$ cat src/rtl/tl_pkg.sv
// Shared light codes, FSM state encodings and lamp-mapping helpers for the
// junction phase scheduler.
package tl_pkg;

    typedef enum logic [1:0] {
        RED    = 2'd0,
        YELLOW = 2'd1,
        GREEN  = 2'd2
    } light_e;

    typedef enum logic [2:0] {
        HG   = 3'd0,
        HY   = 3'd1,
        RR1  = 3'd2,
        WALK = 3'd3,
        CG   = 3'd4,
        CY   = 3'd5,
        RR2  = 3'd6
    } state_e;

    // Highway lamp shown while the junction is in state s.
    function automatic light_e hwy_light(input state_e s);
        case (s)
            HG:      return GREEN;
            HY:      return YELLOW;
            default: return RED;
        endcase
    endfunction

    // Country lamp shown while the junction is in state s.
    function automatic light_e cntry_light(input state_e s);
        case (s)
            CG:      return GREEN;
            CY:      return YELLOW;
            default: return RED;
        endcase
    endfunction

endpackage

$ cat src/rtl/phase_timer.sv
// Loadable down-counter used as the per-phase dwell timer.
// Ports: clk/rst_n clock and async active-low reset; load/load_val reload the
// count; exp is high while the count is zero (the count holds at zero).
module phase_timer #(
    parameter int unsigned CNT_W   = 4,
    parameter int unsigned RST_VAL = 3
) (
    input  logic             clk,
    input  logic             rst_n,
    input  logic             load,
    input  logic [CNT_W-1:0] load_val,
    output logic             exp
);

    logic [CNT_W-1:0] cnt_q;
    logic [CNT_W-1:0] cnt_d;

    // Reload on phase entry, otherwise count down and saturate at zero.
    always_comb begin
        cnt_d = cnt_q;
        if (load) begin
            cnt_d = load_val;
        end else if (cnt_q != '0) begin
            cnt_d = cnt_q - CNT_W'(1);
        end
    end

    always_ff @(posedge clk or negedge rst_n) begin
        if (!rst_n) begin
            cnt_q <= CNT_W'(RST_VAL);
        end else begin
            cnt_q <= cnt_d;
        end
    end

    assign exp = (cnt_q == '0);

endmodule

$ cat src/rtl/junction_phase_scheduler.sv
// Highway/country junction phase scheduler with pedestrian walk and emergency
// pre-empt. All lamp outputs are flops loaded from the next state, so lamps
// change on the same edge as the state.
// Ports: clock, clear_n (async active-low); x car sensor, ped_req pedestrian
// request, emerg pre-empt; hwy/cntry lamp codes, walk lamp, ped_ack one-cycle
// walk-entry pulse, phase current state encoding.
module junction_phase_scheduler
    import tl_pkg::*;
#(
    parameter int unsigned CNT_W     = 4,
    parameter int unsigned Y2R_CYC   = 3,
    parameter int unsigned R2G_CYC   = 2,
    parameter int unsigned MIN_GREEN = 4,
    parameter int unsigned MAX_CNTRY = 8,
    parameter int unsigned WALK_CYC  = 5
) (
    input  logic       clock,
    input  logic       clear_n,
    input  logic       x,
    input  logic       ped_req,
    input  logic       emerg,
    output logic [1:0] hwy,
    output logic [1:0] cntry,
    output logic       walk,
    output logic       ped_ack,
    output logic [2:0] phase
);

    state_e           state_q, state_d;
    logic             ped_pend_q, ped_pend_d;
    logic [1:0]       hwy_q, hwy_d;
    logic [1:0]       cntry_q, cntry_d;
    logic             walk_q, walk_d;
    logic             ped_ack_q, ped_ack_d;
    logic             enter;
    logic             tmr_load;
    logic [CNT_W-1:0] tmr_val;
    logic             tmr_exp;

    // Dwell length minus one for the state being entered.
    function automatic logic [CNT_W-1:0] dwell_m1(input state_e s);
        case (s)
            HG:      return CNT_W'(MIN_GREEN - 1);
            HY:      return CNT_W'(Y2R_CYC - 1);
            RR1:     return CNT_W'(R2G_CYC - 1);
            WALK:    return CNT_W'(WALK_CYC - 1);
            CG:      return CNT_W'(MAX_CNTRY - 1);
            CY:      return CNT_W'(Y2R_CYC - 1);
            default: return CNT_W'(R2G_CYC - 1);
        endcase
    endfunction

    phase_timer #(
        .CNT_W  (CNT_W),
        .RST_VAL(MIN_GREEN - 1)
    ) u_timer (
        .clk     (clock),
        .rst_n   (clear_n),
        .load    (tmr_load),
        .load_val(tmr_val),
        .exp     (tmr_exp)
    );

    // Next-state, pending-request and registered-output logic.
    always_comb begin
        state_d = state_q;
        case (state_q)
            HG: begin
                if (tmr_exp && !emerg && (x || ped_pend_q)) state_d = HY;
            end
            HY: begin
                if (tmr_exp) state_d = RR1;
            end
            RR1: begin
                // Priority: emergency, then pedestrian, then country car.
                if (tmr_exp) begin
                    if (emerg)           state_d = RR2;
                    else if (ped_pend_q) state_d = WALK;
                    else if (x)          state_d = CG;
                    else                 state_d = RR2;
                end
            end
            WALK: begin
                if (emerg)        state_d = RR2;
                else if (tmr_exp) state_d = x ? CG : RR2;
            end
            CG: begin
                if (!x || tmr_exp || emerg) state_d = CY;
            end
            CY: begin
                if (tmr_exp) state_d = RR2;
            end
            RR2: begin
                if (tmr_exp) state_d = HG;
            end
            default: state_d = RR2;
        endcase

        enter    = (state_d != state_q);
        tmr_load = enter;
        tmr_val  = dwell_m1(state_d);

        // A request seen on the walk-entry edge is served by that walk.
        if (enter && (state_d == WALK)) ped_pend_d = 1'b0;
        else                            ped_pend_d = ped_pend_q | ped_req;

        hwy_d     = hwy_light(state_d);
        cntry_d   = cntry_light(state_d);
        walk_d    = (state_d == WALK);
        ped_ack_d = enter && (state_d == WALK);
    end

    always_ff @(posedge clock or negedge clear_n) begin
        if (!clear_n) begin
            state_q    <= HG;
            ped_pend_q <= 1'b0;
            hwy_q      <= GREEN;
            cntry_q    <= RED;
            walk_q     <= 1'b0;
            ped_ack_q  <= 1'b0;
        end else begin
            state_q    <= state_d;
            ped_pend_q <= ped_pend_d;
            hwy_q      <= hwy_d;
            cntry_q    <= cntry_d;
            walk_q     <= walk_d;
            ped_ack_q  <= ped_ack_d;
        end
    end

    assign hwy     = hwy_q;
    assign cntry   = cntry_q;
    assign walk    = walk_q;
    assign ped_ack = ped_ack_q;
    assign phase   = state_q;

endmodule

$ cat config.mk
export PLATFORM = sky130hd
export DESIGN_NAME = junction_phase_scheduler
export DESIGN_NICKNAME = d
export VERILOG_FILES = /design/src/rtl/tl_pkg.sv /design/src/rtl/phase_timer.sv /design/src/rtl/junction_phase_scheduler.sv
export SDC_FILE = /design/constraint.sdc
export NUM_CORES = 1
export LEC_CHECK = 0
export BUFFER_PORTS_ARGS = -buffer_cell sky130_fd_sc_hd__buf_2
export CAP_MARGIN = 20
export CELL_PAD_IN_SITES_DETAIL_PLACEMENT = 2
export CELL_PAD_IN_SITES_GLOBAL_PLACEMENT = 2
export CORE_ASPECT_RATIO = 0.9
export CORE_MARGIN = 2
export CORE_UTILIZATION = 33
export CTS_BUF_LIST = sky130_fd_sc_hd__clkbuf_2
export CTS_CLUSTER_DIAMETER = 120
export DETAILED_ROUTE_END_ITERATION = 7
export GPL_TIMING_DRIVEN = 0
export MAX_ROUTING_LAYER = met4
export PLACE_DENSITY_LB_ADDON = 0.1
export SLEW_MARGIN = 40
export SYNTH_ARGS = -nofsm -noshare
export SYNTH_HDL_FRONTEND = slang
export SYNTH_SLANG_ARGS = --single-unit
$ cat constraint.sdc
create_clock -name clock -period 2.6 [get_ports clock]
set_input_delay 0.39 -clock clock [delete_from_list [all_inputs] [get_ports clock]]
set_output_delay 0.39 -clock clock [all_outputs]
set_load 0.05 [all_outputs]
Word-level counts from Yosys, hierarchy flattened
Index checks and enable logic that the tools add are counted.
- equal/unequal tests: 11
- mux-type cells: 18
- bitwise operators: 1
- reduce and logical (&&, ||, !) cells: 14
- $add $sub $neg: 1
- operator list (cell ; number):
    $mux W3 ; 10
    $pmux W3 S7 ; 1
    $eq A3 B3 Y1 const B ; 5
    $pmux W3 S4 ; 1
    $eq A3 B2 Y1 const B ; 3
    $mux W4 ; 2
    $pmux W2 S2 ; 2
    $eq A3 B1 Y1 const B ; 2
    $logic_not A3 Y1 ; 2
    $logic_not A4 Y1 ; 1
    $reduce_bool A4 Y1 ; 1
    $sub A4 B1 Y4 const B ; 1
    $logic_and A1 B1 Y1 ; 3
    $logic_or A1 B1 Y1 ; 3
    $ne A3 B3 Y1 ; 1
    $logic_not A1 Y1 ; 2
    $mux W2 ; 1
    $reduce_bool A2 Y1 ; 1
    $reduce_or A2 Y1 ; 1
    $mux W1 ; 1
    $or A1 B1 Y1 ; 1
- input bits: 5
- bits in registers: 14
- logic and storage cells: 52
- output and inout port bits: 9

Logic depth before layout (Yosys ltp)
- depth after elaboration: 9
- depth in mapped cells: 7
- gate-level depth less buffers: 7

By module
Synthesis repeated with hierarchy kept, for this count alone.
- cells, all modules: 81
- area total of the unflattened synthesis: 808.3 um^2
- modules (own cells, without submodules) (module ; cells an instance ; times used ; area each (um^2)):
    junction_phase_scheduler ; 59 ; 1 ; 571.8
    phase_timer ; 22 ; 1 ; 236.5

Least setup slack after synthesis
OpenSTA, ideal clock, no wires.
- path kind: register -> register
- from: reg state_q[0], in the netlist phase[0]
- to: reg u_timer.cnt_q[1]
- stages on the path, launching flop included: 7
- buffers on the path: 1
- arrival time: 1804 ps
- data required time: 2518 ps
- clock period less this slack: 1886 ps
- path slack: 714 ps
- path through: dfrtp_1 -> buf_2 -> inv_1 -> a211o_1 -> o211ai_1 -> o21a_1 -> mux2_4
- cells in the longest elaborated chain, start to end: 7
- elaborated cells on any way between the ends: 26
- classes of those cells: eq/ne: 11; mux: 11; reduce/logical: 4
- RTL lines (item ; line ; source):
    from (decl) ; junction_phase_scheduler.sv:29 ; state_e state_q, state_d;
    from (signal assigned) ; junction_phase_scheduler.sv:122 ; state_q <= state_d;
    $mux W3 ; junction_phase_scheduler.sv:85 ; else if (tmr_exp) state_d = x ? CG : RR2;
    $mux W3 ; junction_phase_scheduler.sv:84 ; if (emerg) state_d = RR2;
    $pmux W3 S7 ; junction_phase_scheduler.sv:67 ; case (state_q)
    $eq A3 B3 Y1 or $eq A3 B1 Y1 (tied branches) ; junction_phase_scheduler.sv:42 ; case (s)
    $reduce_or A2 Y1 (no line) ; n/a ;
    $pmux W3 S4 ; junction_phase_scheduler.sv:42 ;
    $mux W4 ; phase_timer.sv:21 ; if (load) begin
    to (signal assigned) ; phase_timer.sv:30 ; cnt_q <= CNT_W'(RST_VAL);
    to (signal assigned) ; phase_timer.sv:32 ; cnt_q <= cnt_d;
    to (decl) ; phase_timer.sv:15 ; logic [CNT_W-1:0] cnt_q;
Parallel ways exist; a longest one is shown, timed or not.
A chain may end at the register's enable or synchronous reset.

Worst setup path after layout
- from: reg u_timer.cnt_q[0]
- to: reg u_timer.cnt_q[2]
- elaborated cells on any way between the ends: 27
- classes of those cells: add/sub: 1; eq/ne: 5; mux: 12; reduce/logical: 9
- RTL lines (item ; line ; source):
    $logic_not A4 Y1 (*) ; phase_timer.sv:36 ; assign exp = (cnt_q == '0);
    $logic_or A1 B1 Y1 or $logic_and A1 B1 Y1 (tied branches) (2 in a row) ; junction_phase_scheduler.sv:88, junction_phase_scheduler.sv:69 ;
    $mux W3, on equally long branches ; junction_phase_scheduler.sv:88, junction_phase_scheduler.sv:69 ;
    $pmux W3 S7 (*) ; junction_phase_scheduler.sv:67 ;
    $eq A3 B2 Y1 (*) ; n/a ;
    named net walk_d ; junction_phase_scheduler.sv:33 ; logic walk_q, walk_d;
    $pmux W3 S4 (*) ; junction_phase_scheduler.sv:42 ;
    $mux W4 (*) ; phase_timer.sv:21 ;
Mark *: on every way through the listed nets, which the timed path passes. The rest lies on a longest branch. The select of a mux whose other input is x is not followed.

==> results.cfg <==
[global_route]
busiest_layer = met2
grtUsageMet3_pct = 2.73
use_met2_pct = 24.9
antenna_found_initial = 0
grt_max_degree = 15
use_met1_pct = 24.2
grt_pass1_vias = 658
grt_pass1_wl_um = 3240
overflow = 0
grt_use_total_pct = 16.8

[synth]
ys_ff_latch = 14
syn_area_per_cell_um2 = 9.99
synth_edf_count = 0
yosys_warnings = 0
ys_types = 30
synth_flop_cell = dfrtp_1
async_flop_share_pct = 100
ys_top_cells_by_area = dfrtp_1, dfstp_2, inv_1
ys_seq_area_share_pct = 46.6
yosysTopAreaCell = dfrtp_1
netlist_area_um2 = 759
netlist_instances = 76
syn_nets = 82
synth_top_area_share_pct = 36.2

[cts]
cts_buffers = 3
post_cts_buffers = 0
clk_path_buf_depth = 2
root_buffer = clkbuf_2
clk_pin_slew_ns = 0.13
cts_tree = done
cts_sinks = 14
h-tree-depth = 1
clk_latency_ns = 0.26

[detailed_routing]
drt_first_pass_iters = 2
drtIter0Drc = 2
final_antenna_net_count = 0
drc = 0
via_count = 615
wl_um = 1850
vias_per_cell = 5.08
avgRoutedWirePerCell_um = 15.3

[die]
die_area_um2 = 2700
core_area_um2 = 2180
ios = 14
fp-row-count = 16
die_h_um = 49.5
die_x_um = 54.6
initial_core_util_pct = 34.8

[finish]
n_antenna_cell = 0
final_common_cell = buf_2
nets = 101
fin_area_um2 = 888
layout_common_cells = buf_2, dfrtp_1, inv_1, nor2_1
drive_above_1_share_pct = 31.9
fill_cells = 261
synthToLayoutAreaGrowth_pct = 17.0

[placed_design]
hpwl_um = 1440
gp_congestion = 0.702
place_area_um2 = 858
io_buffers = 13

[power_and_ir_drop]
cellPowerDensity_nw_per_um2 = 1410
vdd.ir_drop.worst_mv = 0.696
leakage_nw = 0.423

[worst_hold_path]
min_from = ped_req
hold_path_end = ped_pend_q
hold_path_class = in -> reg
hold_depth = 3

[status]
status = finished, final reports clean

[sta]
clock.fmax_mhz = 459
fin_crit_sh_pct = 83.8
slew_viol_final = 0
rsz0062_at_grt = no
clock_skew_ns = 0.00874
max-slew-margin-rel_pct = 62.4
finalHoldViolCount = 0
tightestPinTransition_ns = 0.561
final.setup.tns_ns = 0
min_period_ns = 2.18
setup_viol = 0

[critical_path]
worstPathArrival_ns = 2.35
r2r-start = u_timer.cnt_q[0]
r2r_cells = 7
worstReg2RegEnd = u_timer.cnt_q[2]
cp-start-kind = register
rrSetupSlack_ns = 0.42
cp.required_ns = 2.77
path_max_fanout = 9
critPathKind = reg -> reg
critPathCaptureType = register

[run]
cap_violations = 0
==> timing repair <==
item | in CTS | in global routing
hold endpoints to repair | 11 | 0
resized for setup | 0 | 0
hold buffers | 1 | 0
setup endpoints to repair | 0 | 0
==> registers in the layout, summed over array words and instances, names as in the netlist <==
| name | flops |
|---|---|
| hwy | 2 |
| u_timer.cnt_q | 4 |
| phase | 3 |
| ped_ack | 1 |
| ped_pend_q | 1 |
| cntry | 2 |
| walk | 1 |
==> cell type report <==
class / instances / area, µm² / share of cell area, %
repair buffers: 14 / 75.1 / 8.45
flip-flops and latches: 14 / 354 / 39.9
plain buffers: 1 / 5.00 / 0.563
well taps: 27 / 33.8 / 3.80
inverters: 7 / 26.3 / 2.96
clock buffers: 4 / 20.0 / 2.25
multi-input cells: 54 / 374 / 42.1
==> through the flow <==
stage	setup WS (ns)	cells	utilization (%)	power, mW	hold slack (ns)
global route	0.133	121	40.7	1.37	0.337
CTS	0.383	121	40.7	1.28	0.328
finish	0.422	121	40.7	1.25	0.337
global placement	0.400	116	39.3	1.15	0.295
floorplan	0.714	76	-	0.979	0.0944
detailed placement	0.382	116	39.3	1.16	0.298
==> synthesized netlist by cell type, types with 2 or more instances <==
master,instances
nand2b_1,4
nor2b_1,4
dfstp_2,3
nor3_1,4
and3_4,2
o211ai_1,3
o21a_1,2
inv_1,7
o21ai_0,4
and3_1,3
dfrtp_1,11
a21oi_1,4
nor2_1,7
nand2_1,2
==> worst max-delay path by stage <==
stage | endpoint | slack (ns) | from
floorplan | u_timer.cnt_q[1] | 0.71 | phase[0]
global placement | u_timer.cnt_q[2] | 0.40 | u_timer.cnt_q[0]
detailed placement | u_timer.cnt_q[2] | 0.38 | u_timer.cnt_q[0]
CTS | u_timer.cnt_q[2] | 0.38 | u_timer.cnt_q[0]
global route | u_timer.cnt_q[2] | 0.13 | u_timer.cnt_q[0]
finish | u_timer.cnt_q[2] | 0.42 | u_timer.cnt_q[0]
==> report_power, final <==
group	internal [mW]	switching (mW)
clock	0.0408	0.0650
sequential	0.315	0.0701
combinational	0.287	0.476
==> metal layers <==
metal / vias to the layer above / part of all wire, %
li1: 306 / -
met1: 303 / 51
met2: 6 / 47
met3: 0 / 1.9
met4: 0 / 0
met5: - / 0
==> worst max-delay path, cell delays in order, from the launching register on <==
cell	delay [ns]
dfstp_2	0.40
inv_1	0.07
ha_1	0.22
nor3b_2	0.51
o21ai_0	0.22
o21ai_1	0.24
nor2_1	0.12
o31a_1	0.31
==> cells by family (layout without fill, tap and decap cells) <==
kind of cell	Yosys count	in the layout	share of synthesized area, %
AOI/OAI and AO/OA	21	21	19.9
muxes	2	2	3.29
adders and majority gates	1	1	1.65
buffers and inverters	8	26	4.12
DFF	14	14	46.6
and+or+nand+nor	30	30	24.4
Note: power is estimated with default switching activity, not from simulation.
